$ cat config.mk
export PLATFORM = sky130hd
export DESIGN_NAME = seq_multiplier
export DESIGN_NICKNAME = d
export VERILOG_FILES = /design/src/rtl/mult_pkg.sv /design/src/rtl/seq_multiplier.sv
export SDC_FILE = /design/constraint.sdc
export NUM_CORES = 1
export LEC_CHECK = 0
export BUFFER_PORTS_ARGS = -buffer_cell sky130_fd_sc_hd__buf_2
export CAP_MARGIN = 15
export CORE_MARGIN = 3
export CORE_UTILIZATION = 39
export CTS_BUF_LIST = sky130_fd_sc_hd__clkbuf_4 sky130_fd_sc_hd__clkbuf_8
export CTS_CLUSTER_SIZE = 20
export DETAILED_ROUTE_END_ITERATION = 6
export PLACE_DENSITY_LB_ADDON = 0.12
export SKIP_CTS_REPAIR_TIMING = 1
export SYNTH_ARGS = -nofsm -noshare
export SYNTH_HDL_FRONTEND = slang
export SYNTH_SLANG_ARGS = --single-unit
export TNS_END_PERCENT = 100
$ cat constraint.sdc
create_clock -name clk -period 2.7 [get_ports clk]
set_input_delay 0.27 -clock clk [delete_from_list [all_inputs] [get_ports clk]]
set_output_delay 0.27 -clock clk [all_outputs]
set_load 0.02 [all_outputs]
$ cat src/rtl/mult_pkg.sv
`default_nettype none
// ============================================================================
// Module      : mult_pkg
// Description : Shared constants and FSM state encoding for seq_multiplier.
// Revision    : 1.0 - initial release
// ============================================================================
package mult_pkg;

    // Default operand width; the product is twice this wide
    localparam int c_DEFAULT_WIDTH = 8;

    // Multiplier control states
    typedef enum logic [1:0] {
        IDLE = 2'b00,
        RUN  = 2'b01,
        DONE = 2'b10
    } state_t;

endpackage
`default_nettype wire

$ cat src/rtl/seq_multiplier.sv
`default_nettype none
// ============================================================================
// Module      : seq_multiplier
// Description : Shift-add sequential multiplier, one iteration per clock.
//               WIDTH cycles in RUN, then a one-cycle DONE pulse with the
//               registered product. producto only changes on DONE entry.
//               Optional macro SEQ_MULT_SIGNED_EN selects two's-complement
//               operands/result (magnitude multiply plus final negate).
// Revision    : 1.0 - initial release
// ============================================================================
module seq_multiplier #(
    parameter int WIDTH = mult_pkg::c_DEFAULT_WIDTH
) (
    input  logic                 clk,
    input  logic                 rst,
    input  logic                 start,
    input  logic [WIDTH-1:0]     a,
    input  logic [WIDTH-1:0]     b,
    output logic                 busy,
    output logic                 done,
    output logic [2*WIDTH-1:0]   producto
);
    import mult_pkg::*;

    localparam int c_PW    = 2 * WIDTH;
    localparam int c_CNT_W = (WIDTH > 1) ? $clog2(WIDTH) : 1;
    localparam logic [c_CNT_W-1:0] c_LAST = c_CNT_W'(WIDTH - 1);

    state_t              r_state;
    state_t              w_state_nxt;
    logic [c_PW-1:0]     r_mcand;    // multiplicand, pre-shifted by iteration index
    logic [c_PW-1:0]     r_acc;
    logic [WIDTH-1:0]    r_mplier;
    logic [c_CNT_W-1:0]  r_cnt;
    logic [WIDTH-1:0]    w_a_op;
    logic [WIDTH-1:0]    w_b_op;
    logic [c_PW-1:0]     w_sum;
    logic [c_PW-1:0]     w_result;
    logic                w_last;

    // Accumulator value after the current iteration's conditional add
    assign w_sum  = r_acc + (r_mplier[0] ? r_mcand : {c_PW{1'b0}});
    assign w_last = (r_cnt == c_LAST);

`ifdef SEQ_MULT_SIGNED_EN
    logic r_neg;

    // Core always works on magnitudes; -2^(W-1) maps to itself as unsigned
    assign w_a_op   = a[WIDTH-1] ? (~a + 1'b1) : a;
    assign w_b_op   = b[WIDTH-1] ? (~b + 1'b1) : b;
    assign w_result = r_neg ? (~w_sum + 1'b1) : w_sum;

    // Result sign captured alongside the operands
    always_ff @(posedge clk or posedge rst) begin
        if (rst) begin
            r_neg <= 1'b0;
        end else if (r_state == IDLE && start) begin
            r_neg <= a[WIDTH-1] ^ b[WIDTH-1];
        end
    end
`else
    assign w_a_op   = a;
    assign w_b_op   = b;
    assign w_result = w_sum;
`endif

    // State register
    always_ff @(posedge clk or posedge rst) begin
        if (rst) begin
            r_state <= IDLE;
        end else begin
            r_state <= w_state_nxt;
        end
    end

    // Next-state and status outputs
    always_comb begin
        w_state_nxt = r_state;
        busy        = 1'b0;
        done        = 1'b0;
        case (r_state)
            IDLE: begin
                if (start) begin
                    w_state_nxt = RUN;
                end
            end
            RUN: begin
                busy = 1'b1;
                if (w_last) begin
                    w_state_nxt = DONE;
                end
            end
            DONE: begin
                busy        = 1'b1;
                done        = 1'b1;
                w_state_nxt = IDLE;
            end
            default: begin
                w_state_nxt = IDLE;
            end
        endcase
    end

    // Operand capture, shift-add iterations and result load on the last one
    always_ff @(posedge clk or posedge rst) begin
        if (rst) begin
            r_mcand  <= '0;
            r_mplier <= '0;
            r_acc    <= '0;
            r_cnt    <= '0;
            producto <= '0;
        end else begin
            case (r_state)
                IDLE: begin
                    if (start) begin
                        r_mcand  <= {{WIDTH{1'b0}}, w_a_op};
                        r_mplier <= w_b_op;
                        r_acc    <= '0;
                        r_cnt    <= '0;
                    end
                end
                RUN: begin
                    r_acc    <= w_sum;
                    r_mcand  <= r_mcand << 1;
                    r_mplier <= r_mplier >> 1;
                    r_cnt    <= r_cnt + 1'b1;
                    if (w_last) begin
                        producto <= w_result;
                    end
                end
                default: begin
                end
            endcase
        end
    end

endmodule
`default_nettype wire

==> flow_metrics.env, run 1 <==
export IMPL_setup_slack_ns=0.210
export IMPL_seq_cells_post_synth=61
export IMPL_num_vias=2420
export IMPL_drt_pass1_iter_count=4
export IMPL_fp_dieArea_um2=9540
export IMPL_remaining_drc_errors=0
export IMPL_power_per_cell_area_nw_per_um2=1030
export IMPL_critPathArrivalTime_ns=2.69
export IMPL_grt_pass1_vias=2456
export IMPL_critPathRequiredTime_ns=2.90
export IMPL_fin_hold_ws_ns=-0.0145
export IMPL_dp_final_hpwl_mm=4.97
export IMPL_grt_antenna_before_repair=0
export IMPL_die_h_um=97.7
export IMPL_cts_root_buf="sky130_fd_sc_hd__clkbuf_8"
export IMPL_critical_path_class="flop to flop"
export IMPL_layout_min_cycle_time_ns=2.49
export IMPL_final_nets=396
export IMPL_synthArstFlopShare=1.00
export IMPL_worstSetupStartpointType="flop"
export IMPL_tightestPinTransition_ns=0.412
export IMPL_antennaDiodeCount=0
export IMPL_cts_htree_levels=3
export IMPL_syn_cell_area_um2=3280
export IMPL_worst_setup_path_end_kind="flop"
export IMPL_yosysSeqAreaShare=0.466
export IMPL_area_growth_syn_to_layout_pct=15.4
export IMPL_cts_tree="yes"
export IMPL_first_pass_grt_wire_length_mm=12.1
export IMPL_synth_cell_types=47
export IMPL_layout_drive_gt1_share=0.209
export IMPL_finish_utilization=0.477
export IMPL_number_of_maximum_capacitance_violations=0
export IMPL_timing_max_transition_violations_final=0
export IMPL_syn_instance_count=316
export IMPL_aggregate_global_route_resource_usage=0.157
export IMPL_cts_num_sinks=61
export IMPL_hold_path_class="input pin to async pin"
export IMPL_dpl_cell_area_um2=3600
export IMPL_hold_viol_final=20
export IMPL_worst_ir_drop_vdd_uv=483
export IMPL_violations="negative hold slack"
export IMPL_cts_buffers=9
export IMPL_reg2reg_depth=9
export IMPL_clkSlewWorstSetupHoldPaths_ns=0.07
export IMPL_io_pins=37
export IMPL_floorplan_die_width_um=97.7
export IMPL_yosysWarnings=0
export IMPL_worst_r2r_setup_slack_ns=0.21
export IMPL_postRouteAntennaNets=0
export IMPL_fp_coreArea_um2=7930
export IMPL_synthesis_area_per_instance_um2=10.4
export IMPL_rsz0062_at_grt="false"
export IMPL_achievable_frequency_mhz=402
export IMPL_layout_cells_most_common_list="sky130_fd_sc_hd__dfrtp_1, sky130_fd_sc_hd__nand2_1, sky130_fd_sc_hd__buf_2"
export IMPL_finalSetupViolations=0
export IMPL_placement_io_buffers=36
export IMPL_route_detailed_vias_per_inst=5.25
export IMPL_leakage_power_nw=1.91
export IMPL_slew_headroom=0.720
export IMPL_clock_skew_final_ns=0.00628
export IMPL_wire_per_inst_um=15.2
export IMPL_synth_edff_count=0
export IMPL_synth_top_flop_cell="sky130_fd_sc_hd__dfrtp_1"
export IMPL_final_instance_area_um2=3780
export IMPL_worst_skew_pair_late_latency_ns=0.33
export IMPL_max_clock_path_buffers=2
export IMPL_rr_endpoint="r_acc[10]"
export IMPL_wl_mm=7.00
export IMPL_grt_start_max_net_pins=62
export IMPL_worstPathMaxFanout=3
export IMPL_post_place_ws_ns=0.156
export IMPL_synth_fp_nets=356
export IMPL_nFillCells=752
export IMPL_num_rows=32
export IMPL_final_period_utilization=0.922
export IMPL_first_iter_violations=110
export IMPL_total_power_mw=3.91
export IMPL_r2r_start="r_mcand[0]"
export IMPL_gpl_final_weighted_congestion=0.891
export IMPL_finalSetupTns_ns=0
export IMPL_floorplan_initialDensity=0.413
export IMPL_overflow=0
export IMPL_status="finished with violations"
export IMPL_final_common_cell="sky130_fd_sc_hd__dfrtp_1"
-- Yosys cell counts (3+ instances only) --
cell type,n,area (um2)
sky130_fd_sc_hd__o21ai_0,32,160
sky130_fd_sc_hd__and2_1,16,100
sky130_fd_sc_hd__a22o_1,18,158
sky130_fd_sc_hd__inv_1,7,26.3
sky130_fd_sc_hd__nand3_1,5,25.0
sky130_fd_sc_hd__ha_1,20,250
sky130_fd_sc_hd__a21oi_1,16,80.1
sky130_fd_sc_hd__xnor2_1,6,52.6
sky130_fd_sc_hd__dfrtp_1,61,1530
sky130_fd_sc_hd__a211oi_1,3,22.5
sky130_fd_sc_hd__buf_2,3,15.0
sky130_fd_sc_hd__o31ai_1,3,22.5
sky130_fd_sc_hd__a21o_1,6,45.0
sky130_fd_sc_hd__mux2_2,9,101
sky130_fd_sc_hd__mux2i_1,15,150
sky130_fd_sc_hd__clkbuf_1,7,26.3
sky130_fd_sc_hd__xor2_1,7,61.3
sky130_fd_sc_hd__a31oi_1,3,18.8
sky130_fd_sc_hd__nor2_1,5,18.8
sky130_fd_sc_hd__nand2_1,41,154
-- through the flow --
stage          hold WS, ns  instances
2_1_floorplan        0.447        316
3_3_place_gp         0.361        447
3_5_place_dp         0.364        447
4_1_cts           -0.00196        461
5_1_grt             0.0114        461
6_report           -0.0145        461
-- layout make-up --
| type | instances | area, um2 | share of cell area |
|---|---|---|---|
| Tap cell | 102 | 128 | 0.0338 |
| Clock inverter | 2 | 10.0 | 0.00265 |
| Clock buffer | 12 | 159 | 0.0420 |
| Multi-Input combinational cell | 233 | 1670 | 0.441 |
| Timing Repair Buffer | 44 | 265 | 0.0702 |
| Sequential cell | 61 | 1530 | 0.404 |
| Inverter | 7 | 26.3 | 0.00695 |
-- registers in the layout, indices dropped and copies added, names as in the netlist --
signal and cells:
producto 16, r_acc 16, r_mcand 16, r_mplier 8, r_cnt 3, r_state 2
-- cells by family after synthesis --
family | count (synthesis) | share of synthesized area
AO/OA/AOI/OAI | 96 | 0.192
XOR/XNOR | 13 | 0.0347
adder cells (fa/ha/maj) | 21 | 0.0825
buffers and inverters | 22 | 0.0321
flip-flops | 61 | 0.466
multiplexers | 24 | 0.0767
AND/OR/NAND/NOR | 79 | 0.116
-- metal layers --
layer,share of wire,global-route usage,vias up
met2,0.47,0.248,47
met5,0,0,-
met4,0.012,0.0479,0
li1,-,-,1216
met3,0.041,0.0424,7
met1,0.48,0.211,1150
-- where the power goes --
| group | switching (mW) | leakage [nW] | internal, mW |
|---|---|---|---|
| sequential | 0.205 | 0.814 | 1.26 |
| clock | 0.338 | 0.0915 | 0.380 |
| combinational | 1.02 | 1.00 | 0.709 |
| total | 1.56 | 1.91 | 2.34 |
-- worst max path at each step --
stage	from	end	slack (ns)	depth (start not counted)
2_1_floorplan	r_mplier[0]	r_acc[10]	0.12	10
5_1_grt	r_mcand[0]	producto[14]	0.02	9
6_report	r_mcand[0]	r_acc[10]	0.21	9
4_1_cts	r_mcand[0]	r_acc[10]	0.12	9
3_3_place_gp	r_mplier[0]	producto[12]	0.20	9
3_5_place_dp	r_mcand[0]	r_acc[10]	0.16	9
-- worst max-delay path: stages (launching register included) --
cell and delay [ns]:
sky130_fd_sc_hd__dfrtp_1 0.39, sky130_fd_sc_hd__and2_1 0.17, sky130_fd_sc_hd__ha_1 0.20, sky130_fd_sc_hd__fa_1 0.40, sky130_fd_sc_hd__a211o_2 0.35, sky130_fd_sc_hd__a211oi_2 0.23
sky130_fd_sc_hd__o21bai_1 0.12, sky130_fd_sc_hd__a31oi_1 0.21, sky130_fd_sc_hd__xor2_1 0.18, sky130_fd_sc_hd__o21ai_0 0.10
Note: power is estimated with default switching activity, not from simulation.
==> inputs of run 2 (changes only) <==
- CELL_PAD_IN_SITES_DETAIL_PLACEMENT: not set -> 0
- CELL_PAD_IN_SITES_GLOBAL_PLACEMENT: not set -> 1
==> run 2 against run 1 <==
Effect of this change:
- die area did not move
- power rose by 6.6%
- sequential share of layout area fell by 0.85 points
- hold slack improved by 0.24 ns
- the flow now finishes without violations
- count of clock-buffer cells in the layout did not move
- first-iteration DRC count rose by 15%
- cell count rose by 1.3%
- clock skew rose by 0.0055 ns
- non-clock buffer count rose by 4
- combinational power barely moved
- critical path depth did not move
- register-to-register slack got worse by 0.10 ns
==> flow_metrics.env, run 2 (synthesized netlist as in run 1, its figures left out) <==
export IMPL_wl_mm=7.37
export IMPL_final_period_utilization=0.961
export IMPL_final_common_cell="sky130_fd_sc_hd__dfrtp_1"
export IMPL_worst_skew_pair_late_latency_ns=0.34
export IMPL_finalSetupViolations=0
export IMPL_postRouteAntennaNets=0
export IMPL_hold_path_class="input pin to flop"
export IMPL_antennaDiodeCount=0
export IMPL_worstPathMaxFanout=5
export IMPL_first_pass_grt_wire_length_mm=12.8
export IMPL_nFillCells=772
export IMPL_gpl_final_weighted_congestion=0.847
export IMPL_finish_utilization=0.487
export IMPL_worst_ir_drop_vdd_uv=496
export IMPL_overflow=0
export IMPL_timing_critical_path_depth=9
export IMPL_timing_max_transition_violations_final=0
export IMPL_cp_slowest_cell="sky130_fd_sc_hd__dfrtp_1"
export IMPL_slew_headroom=0.476
export IMPL_hold_viol_final=0
export IMPL_multi_input_comb_area_um2=1680
export IMPL_layout_drive_gt1_share=0.227
export IMPL_clock_skew_final_ns=0.0118
export IMPL_die_h_um=97.7
export IMPL_crit_family="compound AO/OA/AOI/OAI gates"
export IMPL_route_detailed_vias_per_inst=5.25
export IMPL_num_vias=2454
export IMPL_achievable_frequency_mhz=386
export IMPL_cts_root_buf="sky130_fd_sc_hd__clkbuf_8"
export IMPL_post_place_ws_ns=0.0544
export IMPL_critical_path_n_buffers_inverters=0
export IMPL_tightestPinTransition_ns=0.786
export IMPL_cts_htree_levels=3
export IMPL_worstSetupStartpoint="r_mplier[0]"
export IMPL_reg2reg_depth=9
export IMPL_floorplan_initialDensity=0.413
export IMPL_detailroute_wirelength_met3_um=248
export IMPL_rr_endpoint="producto[10]"
export IMPL_drt_pass1_iter_count=4
export IMPL_cts_tree="yes"
export IMPL_crit_path_capture="producto[10]"
export IMPL_max_clock_path_buffers=2
export IMPL_p_clk_frac=0.225
export IMPL_switching_power_mw=1.62
export IMPL_leakage_power_nw=1.93
export IMPL_dp_final_hpwl_mm=5.31
export IMPL_rsz0062_at_grt="true"
export IMPL_maximum_single_stage_delay_on_the_critical_path_ns=0.41
export IMPL_r2r_start="r_mplier[0]"
export IMPL_layout_cells_most_common_list="sky130_fd_sc_hd__dfrtp_1, sky130_fd_sc_hd__nand2_1, sky130_fd_sc_hd__buf_2"
export IMPL_routed_top_layer="met4"
export IMPL_status="completed"
export IMPL_first_iter_violations=126
export IMPL_critical_path_class="flop to flop"
export IMPL_worst_setup_path_end_kind="flop"
export IMPL_worst_r2r_setup_slack_ns=0.11
export IMPL_area_growth_syn_to_layout_pct=17.9
export IMPL_io_pins=37
export IMPL_critPathRequiredTime_ns=2.88
export IMPL_fp_coreArea_um2=7930
export IMPL_number_of_maximum_capacitance_violations=0
export IMPL_grt_pass1_vias=2534
export IMPL_critPathArrivalTime_ns=2.78
export IMPL_final_cell_count_no_fill=467
export IMPL_cp_cell_sequence="and2_1, ha_1, fa_2, a211o_2, a211oi_4, o21bai_1, a31oi_1, xor2_1, o21ai_1"
export IMPL_remaining_drc_errors=0
export IMPL_cts_num_sinks=61
export IMPL_layout_min_cycle_time_ns=2.59
export IMPL_power_switching_share=0.389
export IMPL_power_share_sequential=0.356
export IMPL_placement_io_buffers=36
export IMPL_aggregate_global_route_resource_usage=0.165
export IMPL_num_rows=32
export IMPL_layout_area_seq_um2=1530
export IMPL_comb_power_share=0.419
export IMPL_wire_per_inst_um=15.8
export IMPL_setup_slack_ns=0.106
export IMPL_grt_start_max_net_pins=56
export IMPL_registers_with_the_most_flip_flops="producto (16), r_acc (16), r_mcand (16)"
export IMPL_worstSetupStartpointType="flop"
export IMPL_final_nets=400
export IMPL_floorplan_die_width_um=97.7
export IMPL_cts_buffers=9
export IMPL_power_per_cell_area_nw_per_um2=1080
export IMPL_fp_dieArea_um2=9540
export IMPL_grt_antenna_before_repair=0
export IMPL_clkSlewWorstSetupHoldPaths_ns=0.07
export IMPL_internal_power_mw=2.54
export IMPL_wirelength_met1_mm=3.65
export IMPL_detailroute_wirelength_met2_mm=3.31
export IMPL_placedCellCount=449
==> run 2: per-stage QoR <==
stage	hold slack [ns]	power, mW	TNS [ns]	area [um2]
after floorplan	0.447	2.72	0	3280
after global placement	0.233	3.21	0	3590
after detailed placement	0.234	3.24	0	3590
after CTS	-0.136	4.19	0	3820
after global routing	0.230	4.52	-0.0423	3860
final	0.226	4.16	0	3860
==> run 2: worst min-delay path, delay by kind of cell <==
kind                   cells  cell delay, ns
buffers and inverters      1            0.08
muxes                      1            0.05
AOI/OAI and AO/OA          1            0.13
==> run 2: power groups by stage <==
stage / logic, mW / registers (mW) / clock network, mW
finish: 1.74 / 1.48 / 0.936
global route: 1.98 / 1.53 / 1.01
CTS: 1.74 / 1.49 / 0.960
detailed placement: 1.73 / 1.50 / 0
global placement: 1.72 / 1.49 / 0
floorplan: 1.20 / 1.52 / 0
==> run 2: worst min-delay path by stage <==
stage	from	endpoint	cells after the start
floorplan	start	r_state[0]	2
global placement	rst	r_mcand[4]	2
detailed placement	rst	producto[0]	2
CTS	rst	producto[0]	2
global route	a[1]	r_mcand[1]	3
finish	b[1]	r_mplier[1]	3
==> run 2: layout make-up <==
class / count / area share
multi-input combinational: 233 / 0.435
sequential: 61 / 0.395
timing repair buffer: 48 / 0.0706
clock buffer: 12 / 0.0411
tap: 102 / 0.0330
clock inverter: 4 / 0.0181
inverter: 7 / 0.00680
==> run 2: routing by layer <==
metal  up-vias  global-route usage
li1       1228                   -
met1      1171               0.231
met2        41               0.252
met3        14              0.0316
met4         0              0.0628
met5         -                   0
==> inputs of run 3 (changes only) <==
- ABC_AREA: not set -> 1
- CORE_MARGIN: 3 -> not set
- clock period: 2.7 -> 3.21 ns (I/O delays scaled with it)
==> run 3 against run 2 <==
Effect of this change:
- count of clock-buffer cells in the layout shrank 2
- routed wire length grew 7.4%
- fmax is 17% higher
- core utilization is 3.1 points lower
- register-to-register slack improved by 0.88 ns
- sequential power down 14%
- highest routed layer unchanged
- sequential share of layout area shrank 1.3 points
- cell area grew 3.4%
==> flow_metrics.env, run 3 <==
export IMPL_status="completed"
export IMPL_fp_coreArea_um2=8760
export IMPL_drt_pass1_iter_count=4
export IMPL_first_iter_violations=125
export IMPL_fp_dieArea_um2=9470
export IMPL_maximum_single_stage_delay_on_the_critical_path_ns=0.57
export IMPL_critical_path_top_cell_by_count="sky130_fd_sc_hd__nand2_1"
export IMPL_synth_fp_nets=515
export IMPL_clkSlewWorstSetupHoldPaths_ns=0.08
export IMPL_seq_cells_post_synth=61
export IMPL_cp_slowest_cell="sky130_fd_sc_hd__dfrtp_1"
export IMPL_num_rows=34
export IMPL_critical_path_class="flop to flop"
export IMPL_cts_buffers=9
export IMPL_final_common_cell="sky130_fd_sc_hd__nand2_1"
export IMPL_max_clock_path_buffers=2
export IMPL_leakage_power_nw=2.35
export IMPL_area_growth_syn_to_layout_pct=12.7
export IMPL_tightestPinTransition_ns=0.541
export IMPL_layout_drive_gt1_share=0.130
export IMPL_antennaDiodeCount=0
export IMPL_final_period_utilization=0.692
export IMPL_cts_num_sinks=61
export IMPL_number_of_maximum_capacitance_violations=0
export IMPL_overflow=0
export IMPL_power_per_cell_area_nw_per_um2=980
export IMPL_finalSetupViolations=0
export IMPL_critPathArrivalTime_ns=2.45
export IMPL_synth_top_flop_cell="sky130_fd_sc_hd__dfrtp_1"
export IMPL_synthesis_area_per_instance_um2=7.46
export IMPL_postRouteAntennaNets=0
export IMPL_worstPathMaxFanout=17
export IMPL_first_pass_grt_wire_length_mm=13.9
export IMPL_dp_final_hpwl_mm=5.70
export IMPL_wire_per_inst_um=12.7
export IMPL_cts_root_buf="sky130_fd_sc_hd__clkbuf_8"
export IMPL_synth_largest_area_cell="sky130_fd_sc_hd__dfrtp_1"
export IMPL_syn_instance_count=475
export IMPL_synth_area_mux_share=0
export IMPL_layout_min_cycle_time_ns=2.22
export IMPL_dpl_cell_area_um2=3780
export IMPL_worst_setup_path_end_kind="flop"
export IMPL_synthArstFlopShare=1.00
export IMPL_floorplan_die_width_um=97.3
export IMPL_grt_antenna_before_repair=0
export IMPL_cp_cell_sequence="nand2_1, inv_1, ha_1, fa_1, nand2_1, nand2_1, nand3b_1, nand2_1, or2_1, nand3_1, nand2_1"
export IMPL_clock_skew_final_ns=0.0160
export IMPL_xor_xnor_portion_of_the_synthesized_cell_area=0.0124
export IMPL_worst_ir_drop_vdd_uv=478
export IMPL_synth_cell_types=31
export IMPL_yosysWarnings=0
export IMPL_hold_path_class="input pin to flop"
export IMPL_syn_cell_area_um2=3540
export IMPL_yosysSeqAreaShare=0.431
export IMPL_aggregate_global_route_resource_usage=0.186
export IMPL_finalSetupTns_ns=0
export IMPL_finish_utilization=0.456
export IMPL_synth_simple_area_share=0.307
export IMPL_die_h_um=97.3
export IMPL_area_fraction_in_compound_gates_after_synthesis=0.0709
export IMPL_yosysTopAreaCellShare=0.431
export IMPL_remaining_drc_errors=0
export IMPL_num_vias=2941
export IMPL_synth_top_cells_by_area="sky130_fd_sc_hd__dfrtp_1, sky130_fd_sc_hd__nand2_1, sky130_fd_sc_hd__ha_1"
export IMPL_crit_family="simple AND/OR/NAND/NOR gates"
export IMPL_grt_pass1_vias=2926
export IMPL_critical_path_n_buffers_inverters=1
export IMPL_synth_edff_count=0
export IMPL_gpl_final_weighted_congestion=0.773
export IMPL_timing_max_transition_violations_final=0
export IMPL_cts_htree_levels=3
export IMPL_dominant_combinational_cell_family_by_area_after_synthesis="simple AND/OR/NAND/NOR gates"
export IMPL_synthTopCellsByCount="sky130_fd_sc_hd__nand2_1, sky130_fd_sc_hd__inv_1, sky130_fd_sc_hd__dfrtp_1, sky130_fd_sc_hd__nand3_1, sky130_fd_sc_hd__nor2_1"
export IMPL_nFillCells=926
export IMPL_final_nets=551
export IMPL_critPathRequiredTime_ns=3.44
export IMPL_layout_cells_most_common_list="sky130_fd_sc_hd__nand2_1, sky130_fd_sc_hd__inv_1, sky130_fd_sc_hd__dfrtp_1"
export IMPL_route_detailed_vias_per_inst=4.71
export IMPL_hold_viol_final=0
export IMPL_achievable_frequency_mhz=450
export IMPL_io_pins=37
export IMPL_placement_io_buffers=36
export IMPL_registers_with_the_most_flip_flops="producto (16), r_acc (16), r_mcand (16)"
export IMPL_slew_headroom=0.640
export IMPL_wl_mm=7.92
export IMPL_rsz0062_at_grt="false"
export IMPL_grt_start_max_net_pins=43
export IMPL_synth_adder_area_share=0.0762
export IMPL_worst_skew_pair_late_latency_ns=0.35
export IMPL_final_instance_area_um2=4000
export IMPL_synth_most_common_cell="sky130_fd_sc_hd__nand2_1"
export IMPL_worstSetupStartpointType="flop"
export IMPL_floorplan_initialDensity=0.404
export IMPL_cts_tree="yes"
==> run 3: cells by family (layout without fill, tap and decap cells) <==
logic type               after synthesis  in the layout
AND/OR/NAND/NOR                      261            261
buffers and inverters                 84            125
flip-flops                            61             61
AO/OA/AOI/OAI                         43             43
adder cells (fa/ha/maj)               21             21
XOR/XNOR                               5              5
==> run 3: layer usage <==
metal / vias up / track usage / part of all wire
met3: 2 / 0.0388 / 0.035
met5: - / 0 / 0
met1: 1336 / 0.258 / 0.51
li1: 1554 / - / -
met4: 0 / 0.0645 / 0.0056
met2: 49 / 0.289 / 0.45
==> run 3: layout make-up <==
cell class	instances	area (um2)	area share
clock buffers	10	138	0.0345
repair buffers	40	213	0.0532
clock inverters	6	62.6	0.0157
flip-flops and latches	61	1530	0.382
well taps	108	135	0.0338
inverters	69	267	0.0667
multi-input cells	330	1650	0.414
==> run 3: where the power goes <==
part | total [mW] | leakage (nW) | internal, mW | switching [mW]
registers | 1.27 | 0.789 | 1.07 | 0.202
logic | 1.94 | 1.46 | 0.682 | 1.26
clock network | 0.701 | 0.106 | 0.378 | 0.324
total | 3.91 | 2.35 | 2.13 | 1.78
==> run 3: final timing paths <==
check	cells after the start	start	slack (ns)	end
setup / recovery	11	r_mplier[0]	0.99	r_acc[6]
hold / removal	3	a[0]	0.20	r_mcand[0]
setup reg to reg	11	r_mplier[0]	0.99	r_acc[6]
hold reg to reg	2	producto[9]	0.47	producto[9]
max in group asynchronous	4	rst	1.80	producto[5]
min in group asynchronous	3	rst	0.50	r_mplier[2]
==> run 3: tightest hold or removal path, delay by kind of cell <==
| kind | cells | cell delay, ns |
|---|---|---|
| simple gates | 2 | 0.12 |
| buf+inv | 1 | 0.07 |
==> run 3: per-stage QoR <==
step	cells	setup slack [ns]	hold slack, ns	power, mW
final	624	0.989	0.196	3.91
after global routing	624	0.748	0.208	4.34
after CTS	623	0.982	-0.0350	3.97
after detailed placement	607	1.00	0.348	3.25
after global placement	607	1.07	0.346	3.22
after floorplan	475	1.14	0.442	2.87
